--- src/rtl/kernel_fdtd_2d_udiv_seq_if.sv ---
// Operand/result handshake bundle for kernel_fdtd_2d_udiv_seq.
//
// Signals:
//   in_vld / in_rdy        operand handshake (producer -> divider)
//   dividend, divisor      unsigned operands, held by the producer until accepted
//   out_vld / out_rdy      result handshake (divider -> consumer)
//   quotient, remainder    registered unsigned results
//   dbz                    divide-by-zero flag, only with KERNEL_FDTD_2D_UDIV_SEQ_DBZ_FLAG_EN
//
// Modports: slave = divider side, master = producer/consumer side.
interface kernel_fdtd_2d_udiv_seq_if #(
    parameter int unsigned DIVIDEND_W = 20,
    parameter int unsigned DIVISOR_W  = 11
);
    logic                  in_vld;
    logic                  in_rdy;
    logic [DIVIDEND_W-1:0] dividend;
    logic [DIVISOR_W-1:0]  divisor;
    logic                  out_vld;
    logic                  out_rdy;
    logic [DIVIDEND_W-1:0] quotient;
    logic [DIVISOR_W-1:0]  remainder;
`ifdef KERNEL_FDTD_2D_UDIV_SEQ_DBZ_FLAG_EN
    logic                  dbz;
`endif

    modport slave (
        input  in_vld, dividend, divisor, out_rdy,
`ifdef KERNEL_FDTD_2D_UDIV_SEQ_DBZ_FLAG_EN
        output dbz,
`endif
        output in_rdy, out_vld, quotient, remainder
    );

    modport master (
        output in_vld, dividend, divisor, out_rdy,
`ifdef KERNEL_FDTD_2D_UDIV_SEQ_DBZ_FLAG_EN
        input  dbz,
`endif
        input  in_rdy, out_vld, quotient, remainder
    );
endinterface

--- src/rtl/kernel_fdtd_2d_udiv_seq.sv ---
// Sequential unsigned radix-2 restoring divider (one bit per enabled cycle).
//
// Ports:
//   clk      rising-edge clock
//   reset    asynchronous active-low reset
//   ce       clock enable; with ce=0 every register (state, counter, results) holds
//   bus      kernel_fdtd_2d_udiv_seq_if.slave: operand and result valid/ready handshakes
//
// Timing with ce held high: accept at edge T, quotient/remainder valid after edge T+N+1
// (N iterations, then one write-back cycle); divisor 0 goes straight to DONE.
// Divide-by-zero returns an all-ones quotient and remainder = dividend[M-1:0].
//
// Optional macro KERNEL_FDTD_2D_UDIV_SEQ_DBZ_FLAG_EN adds a registered dbz result flag.
module kernel_fdtd_2d_udiv_seq #(
    parameter int unsigned ID         = 1,
    parameter int unsigned DIVIDEND_W = 20,
    parameter int unsigned DIVISOR_W  = 11
) (
    input logic                      clk,
    input logic                      reset,
    input logic                      ce,
    kernel_fdtd_2d_udiv_seq_if.slave bus
);
    localparam int unsigned N    = DIVIDEND_W;
    localparam int unsigned M    = DIVISOR_W;
    localparam int unsigned CntW = (N > 1) ? $clog2(N) : 1;

    typedef enum logic [1:0] {StIdle, StCalc, StDone} state_e;

    state_e          state_q, state_d;
    logic [M:0]      rem_q, rem_d;    // partial remainder, one guard bit
    logic [N-1:0]    sh_q, sh_d;      // dividend shifts out, quotient bits shift in
    logic [M-1:0]    dvs_q, dvs_d;
    logic [CntW-1:0] cnt_q, cnt_d;
    logic            last_q, last_d;  // all N iterations done, write back next cycle
    logic [N-1:0]    quo_q, quo_d;
    logic [M-1:0]    rmd_q, rmd_d;
`ifdef KERNEL_FDTD_2D_UDIV_SEQ_DBZ_FLAG_EN
    logic            dbz_q, dbz_d;
`endif

    // One restoring step on {rem, q} shifted left by one.
    logic [M+1:0] shifted;
    logic         geq;
    logic [M:0]   diff;

    assign shifted = {rem_q, sh_q[N-1]};
    assign geq     = shifted >= {2'b00, dvs_q};
    // shifted < 2*divisor here, so the difference always fits in M+1 bits.
    assign diff    = shifted[M:0] - {1'b0, dvs_q};

    always_comb begin
        state_d = state_q;
        rem_d   = rem_q;
        sh_d    = sh_q;
        dvs_d   = dvs_q;
        cnt_d   = cnt_q;
        last_d  = last_q;
        quo_d   = quo_q;
        rmd_d   = rmd_q;
`ifdef KERNEL_FDTD_2D_UDIV_SEQ_DBZ_FLAG_EN
        dbz_d   = dbz_q;
`endif
        unique case (state_q)
            StIdle: begin
                if (bus.in_vld) begin
                    dvs_d  = bus.divisor;
                    sh_d   = bus.dividend;
                    rem_d  = '0;
                    last_d = 1'b0;
                    if (bus.divisor == '0) begin
                        state_d = StDone;
                        quo_d   = '1;
                        rmd_d   = bus.dividend[M-1:0];
`ifdef KERNEL_FDTD_2D_UDIV_SEQ_DBZ_FLAG_EN
                        dbz_d   = 1'b1;
`endif
                    end else begin
                        state_d = StCalc;
                        cnt_d   = CntW'(N - 1);
                    end
                end
            end
            StCalc: begin
                if (last_q) begin
                    state_d = StDone;
                    quo_d   = sh_q;
                    rmd_d   = rem_q[M-1:0];
`ifdef KERNEL_FDTD_2D_UDIV_SEQ_DBZ_FLAG_EN
                    dbz_d   = 1'b0;
`endif
                end else begin
                    rem_d = geq ? diff : shifted[M:0];
                    sh_d  = {sh_q[N-2:0], geq};
                    cnt_d = cnt_q - 1'b1;
                    if (cnt_q == '0) begin
                        last_d = 1'b1;
                    end
                end
            end
            StDone: begin
                if (bus.out_rdy) begin
                    state_d = StIdle;
                end
            end
            default: state_d = StIdle;
        endcase
    end

    always_ff @(posedge clk or negedge reset) begin
        if (!reset) begin
            state_q <= StIdle;
            rem_q   <= '0;
            sh_q    <= '0;
            dvs_q   <= '0;
            cnt_q   <= '0;
            last_q  <= 1'b0;
            quo_q   <= '0;
            rmd_q   <= '0;
`ifdef KERNEL_FDTD_2D_UDIV_SEQ_DBZ_FLAG_EN
            dbz_q   <= 1'b0;
`endif
        end else if (ce) begin
            state_q <= state_d;
            rem_q   <= rem_d;
            sh_q    <= sh_d;
            dvs_q   <= dvs_d;
            cnt_q   <= cnt_d;
            last_q  <= last_d;
            quo_q   <= quo_d;
            rmd_q   <= rmd_d;
`ifdef KERNEL_FDTD_2D_UDIV_SEQ_DBZ_FLAG_EN
            dbz_q   <= dbz_d;
`endif
        end
    end

    assign bus.in_rdy    = (state_q == StIdle);
    assign bus.out_vld   = (state_q == StDone);
    assign bus.quotient  = quo_q;
    assign bus.remainder = rmd_q;
`ifdef KERNEL_FDTD_2D_UDIV_SEQ_DBZ_FLAG_EN
    assign bus.dbz       = dbz_q;
`endif
endmodule

--- src/flat_wrapper.sv ---
// flat-port wrapper written by rule: the top's interface ports become plain ports
module kernel_fdtd_2d_udiv_seq_flat 
#(
    parameter int unsigned ID         = 1,
    parameter int unsigned DIVIDEND_W = 20,
    parameter int unsigned DIVISOR_W  = 11
)
  (clk, reset, ce, bus_in_vld, bus_dividend, bus_divisor, bus_out_rdy, bus_in_rdy, bus_out_vld, bus_quotient, bus_remainder);
  kernel_fdtd_2d_udiv_seq_if #(.DIVIDEND_W(DIVIDEND_W), .DIVISOR_W(DIVISOR_W)) bus_i ();
  input logic clk;
  input logic reset;
  input logic ce;
  input wire logic [$bits(bus_i.in_vld)-1:0] bus_in_vld;
  input wire logic [$bits(bus_i.dividend)-1:0] bus_dividend;
  input wire logic [$bits(bus_i.divisor)-1:0] bus_divisor;
  input wire logic [$bits(bus_i.out_rdy)-1:0] bus_out_rdy;
  output wire logic [$bits(bus_i.in_rdy)-1:0] bus_in_rdy;
  output wire logic [$bits(bus_i.out_vld)-1:0] bus_out_vld;
  output wire logic [$bits(bus_i.quotient)-1:0] bus_quotient;
  output wire logic [$bits(bus_i.remainder)-1:0] bus_remainder;
  assign bus_i.in_vld = bus_in_vld;
  assign bus_i.dividend = bus_dividend;
  assign bus_i.divisor = bus_divisor;
  assign bus_i.out_rdy = bus_out_rdy;
  assign bus_in_rdy = bus_i.in_rdy;
  assign bus_out_vld = bus_i.out_vld;
  assign bus_quotient = bus_i.quotient;
  assign bus_remainder = bus_i.remainder;
  kernel_fdtd_2d_udiv_seq #(.ID(ID), .DIVIDEND_W(DIVIDEND_W), .DIVISOR_W(DIVISOR_W)) u_core (.clk(clk), .reset(reset), .ce(ce), .bus(bus_i));
endmodule
--- config.mk ---
export PLATFORM = sky130hd
export DESIGN_NAME = kernel_fdtd_2d_udiv_seq_flat
export DESIGN_NICKNAME = d
export VERILOG_FILES = /design/src/rtl/kernel_fdtd_2d_udiv_seq_if.sv /design/src/rtl/kernel_fdtd_2d_udiv_seq.sv /design/src/flat_wrapper.sv
export SDC_FILE = /design/constraint.sdc
export NUM_CORES = 1
export LEC_CHECK = 0
export CORE_MARGIN = 2
export CORE_UTILIZATION = 54
export CTS_BUF_LIST = sky130_fd_sc_hd__clkbuf_16
export DETAILED_ROUTE_END_ITERATION = 10
export PLACE_DENSITY = 0.81
export SYNTH_ARGS = -nofsm -noshare
export SYNTH_HDL_FRONTEND = slang
export SYNTH_SLANG_ARGS = --single-unit
--- constraint.sdc ---
create_clock -name clk -period 3.4 [get_ports clk]
set_clock_uncertainty 0.15 [all_clocks]
set_input_delay 0.51 -clock clk [delete_from_list [all_inputs] [get_ports clk]]
set_output_delay 0.51 -clock clk [all_outputs]
set_load 0.005 [all_outputs]
-- Word-level counts from Yosys, hierarchy flattened
Index checks and enable logic that the tools add are counted.
W data, S select, Z words.
- bits in registers: 82
- output and inout bits: 33
- input port bits: 36
- mux-type cells: 28
- equality and inequality tests: 8
- reductions and logical operators: 10
- order comparisons: 1
- add/sub/neg operators: 2
- operators by type and width (kind ; count):
    $mux W20 ; 5
    $pmux W20 S2 ; 2
    $mux W12 ; 3
    $mux W11 ; 3
    $pmux W12 S2 ; 1
    $pmux W11 S2 ; 1
    $mux W5 ; 3
    $ge A13 B11 Y1 ; 1
    $sub A12 B11 Y12 ; 1
    $logic_not A11 Y1 ; 1
    $pmux W5 S2 ; 1
    $reduce_and A5 Y1 ; 2
    $mux W2 ; 4
    $ne A2 B2 Y1 const B ; 4
    $reduce_and A4 Y1 ; 2
    $pmux W2 S3 ; 1
    $reduce_and A3 Y1 ; 2
    $logic_not A5 Y1 ; 1
    $sub A5 B1 Y5 const B ; 1
    $ne A2 B1 Y1 const B ; 2
    $mux W1 ; 3
    $eq A2 B1 Y1 const B ; 1
    $eq A2 B2 Y1 const B ; 1
    $logic_not A2 Y1 ; 1
    other kinds (2) ; 2

-- Longest topological paths before layout
- word-level depth: 4
- depth in mapped cells: 9
- depth with buffers taken out: 9

-- Least setup slack after synthesis
OpenSTA, ideal clock, no wires.
- path type: reg2reg
- start point: register u_core.rem_q[3]
- end point: register u_core.rem_q[2]
- required time: 3124 ps
- clock period less this slack: 2530 ps
- cell stages (with the launch flop): 9
- data arrival time: 2254 ps
- setup slack: 870 ps
- buffers on the path: 1
- cells stage by stage: dfrtp_1 -> ha_1 -> a21o_1 -> a31oi_2 -> a21oi_1 -> o41a_1 -> or2_4 -> buf_6 -> a221o_1
- word-level cells in the longest chain between the ends: 4
- RTL lines (element ; line ; source):
    start, declared ; kernel_fdtd_2d_udiv_seq.sv:31 ; logic [M:0] rem_q, rem_d;
    start signal, assigned ; kernel_fdtd_2d_udiv_seq.sv:125 ; rem_q <= rem_d;
    $ge A13 B11 Y1 ; kernel_fdtd_2d_udiv_seq.sv:48 ; assign geq = shifted >= {2'b00, dvs_q};
    $mux W12 ; kernel_fdtd_2d_udiv_seq.sv:93 ; rem_d = geq ? diff : shifted[M:0];
    $mux W12 ; kernel_fdtd_2d_udiv_seq.sv:85 ; if (last_q) begin
    $pmux W12 S2 ; kernel_fdtd_2d_udiv_seq.sv:64 ; unique case (state_q)
Every way passes these cells. The select of a mux whose other input is x is not followed.
A chain may end at the register's enable or synchronous reset.

-- Final worst setup path
- start point: register u_core.rem_q[5]
- end point: register u_core.rem_q[8]
- word-level cells in the longest chain between the ends: 4
- elaborated cells between the ends (all ways): 5
- classes of those cells: add/sub (1); order compare (1); mux (3)
- RTL lines (element ; line):
    $sub A12 B11 Y12 / $ge A13 B11 Y1 (equally long branches) ; kernel_fdtd_2d_udiv_seq.sv:50, kernel_fdtd_2d_udiv_seq.sv:48
    $mux W12 * ; kernel_fdtd_2d_udiv_seq.sv:93
    $mux W12 * ; kernel_fdtd_2d_udiv_seq.sv:85
    $pmux W12 S2 * ; kernel_fdtd_2d_udiv_seq.sv:64
Every way passes the cells marked *; elsewhere a longest branch is shown, timed or not. The select of a mux whose other input is x is not followed.

==> flow_summary.toml <==
[outcome]
status = "completed"

[routing]
drcViolationCount = 0
routed_via_density = 5.72
ant_nets = 0
dr.first_iter.drc_count = 237
wl_per_cell_um = 15.9
drt-total-wl_um = 10200
firstDrtPassIters = 5
vias = 3645

[clock_network]
cts_tree = "built"
clock_latency_ns = 0.34
ctsRootBufferMaster = "clkbuf_16"
post_cts_resized = 0
clock_tree.buffer_depth = 2
clk_pin_slew_ns = 0.06
htreeDepth = 3
post_cts_buffers = 0
cts_made_buffers = 9
cts_sinks = 82
hold_buffers = 0

[setup_path]
crit_type = "register to register"
r2r_end = "u_core.rem_q[8]"
path_cells = "ha_1 > nand4_1 > o31ai_1 > buf_4 > or2_4 > o221ai_1"
worstPathRequired_ns = 3.44
end_kind = "register"
slowest_delay_ns = 0.73
r2r_start = "u_core.rem_q[5]"
cp_top_family = "compound AO/OA/AOI/OAI gates"
path_buf_inv = 1
slowest_stage = "o31ai_1"
cp_max_fo = 12
r2r_setup_slack_ns = 0.66
start_kind = "register"
rr_worst_depth = 6
cp.arrival_ns = 2.78

[finish]
diodes = 0
layout-drive-gt1-share_pct = 6.73
stdcell_count = 637
nNetsFinal = 580
syn_to_final_growth_pct = 26.2
fillers = 589

[synthesis]
syn_area_um2 = 4190
synthesis.nets = 520
ys_seq_area_share_pct = 49.0
synth_cell_types = 53
ys.flop_type = "dfrtp_1"
synth_seq_cells = 82
syn_inst = 470
ys_warn_count = 0
avgSynthCellArea_um2 = 8.92
synth_edf_count = 0
async_reset_ff_share_pct = 100

[floorplanning]
ioPinCount = 69
core-area_um2 = 7610
die_y_um = 92.1
rows = 32
dieArea_um2 = 8480
start_util_pct = 55.1
die_x_um = 92.1

[timing]
fin_ws_ns = 0.664
layout_min_cycle_time_ns = 2.74
setup_tns_ns = 0
hold_viol = 0
rsz0062_at_grt = "false"
finalSetupViolCount = 0
slew_viol_final = 0
tightestPinTransition_ns = 1.02
slew_headroom_pct = 31.8
fmax_ghz = 0.365
period_share_pct = 80.5
holdWs_ns = 0.178

[placement]
io_buffers = 68
place_ws_ns = 0.730
placed_cells = 621
gp_congestion = 0.879
dpl.hpwl_um = 7040

[global_routing]
grt_start_max_net_pins = 83
grt_pass1_wl_um = 17100
grtUsageMet1_pct = 31.4
grt_use_total_pct = 25.2
grt_overflow = 0
grt_util_met3_pct = 4.60
met2_usage_pct = 44.1
grt_pass1_vias = 3674
grt.busiest_layer = "met2"
antenna_found_initial = 0

[flow_run]
cap_violations = 0

[pwr]
p_leak_nw = 2.32
irDropWorstVdd_uv = 510
p_per_area_nw_per_um2 = 1130
power_w = 0.00596

[min_path]
hp-class = "primary input to asynchronous set/reset pin"
cell usage after synthesis, drive strengths merged (5+ instances only):
cell type	instances	area share, %
dfrtp	82	49
nor2	65	5.8
nor2b	11	1.6
inv	16	1.4
clkbuf	26	2.3
nand3	5	0.60
nand2	74	6.6
nor3	8	0.96
a31oi	15	2.4
o211ai	8	1.4
ha	13	3.9
a21o	12	2.1
o21ai	30	3.6
a21oi	40	4.8
mux2i	10	2.4
layer usage:
| layer | wire [µm] | share of wire [%] |
|---|---|---|
| met5 | 0 | 0 |
| met4 | 238 | 2.3 |
| met3 | 380 | 3.7 |
| met2 | 5260 | 52 |
| met1 | 4270 | 42 |
cells in the final DEF, fill, tap and decap left out, types with 10 or more instances in the layout:
| cell | instances |
|---|---|
| dfrtp_1 | 82 |
| o21ai_0 | 29 |
| nor2b_1 | 11 |
| a21o_1 | 12 |
| a31oi_1 | 14 |
| nor2_1 | 65 |
| inv_1 | 16 |
| ha_1 | 13 |
| mux2i_1 | 10 |
| a21oi_1 | 40 |
| nand2_1 | 74 |
| clkdlybuf4s50_1 | 67 |
where the power goes:
part           internal (W)  switching, W  leakage (nW)
Clock              0.000573      0.000408         0.140
Combinational       0.00146       0.00172          1.19
Sequential          0.00145      0.000352         0.995
Total               0.00348       0.00248          2.32
worst max path at each step:
stage | start | to | slack (ns) | cells after the start
after floorplan | u_core.rem_q[3] | u_core.rem_q[2] | 0.87 | 8
after global placement | bus_divisor[6] | u_core.bus.remainder[0] | 0.72 | 6
after detailed placement | u_core.rem_q[5] | u_core.rem_q[8] | 0.73 | 6
after CTS | u_core.rem_q[5] | u_core.rem_q[8] | 0.70 | 6
after global routing | u_core.rem_q[5] | u_core.rem_q[8] | 0.49 | 6
final | u_core.rem_q[5] | u_core.rem_q[8] | 0.66 | 6
area by class of cell:
class / count / area, µm² / area share (%)
clock buffers: 9 / 225 / 4.26
clock inverters: 7 / 75.1 / 1.42
inverters: 16 / 60.1 / 1.14
multi-input cells: 344 / 1990 / 37.6
flip-flops and latches: 82 / 2050 / 38.8
well taps: 102 / 128 / 2.41
repair buffers: 77 / 758 / 14.3
logic make-up (layout without fill, tap and decap cells):
family / Yosys count / in the layout / synth area share (%)
compound gates: 127 / 127 / 18.9
xor+xnor: 6 / 6 / 1.25
fa+ha+maj: 14 / 14 / 4.36
buf+inv: 44 / 109 / 4.15
flops: 82 / 82 / 49.0
mux: 13 / 13 / 3.20
simple gates: 184 / 184 / 19.2
per-stage QoR:
| stage | instance area (µm²) | util, % |
|---|---|---|
| detailed placement | 4990 | 65.6 |
| global placement | 4990 | 65.6 |
| floorplan | 4190 | - |
| finish | 5290 | 69.5 |
| CTS | 5290 | 69.5 |
| global route | 5290 | 69.5 |
registers in the layout, summed over array words and instances (netlist names):
signal                flops
u_core.cnt_q              5
u_core.bus.remainder     11
u_core.bus.quotient      20
u_core.state_q            2
u_core.dvs_q             11
u_core.sh_q              20
u_core.rem_q             12
u_core.last_q             1
(Power assumes the default switching activity.)
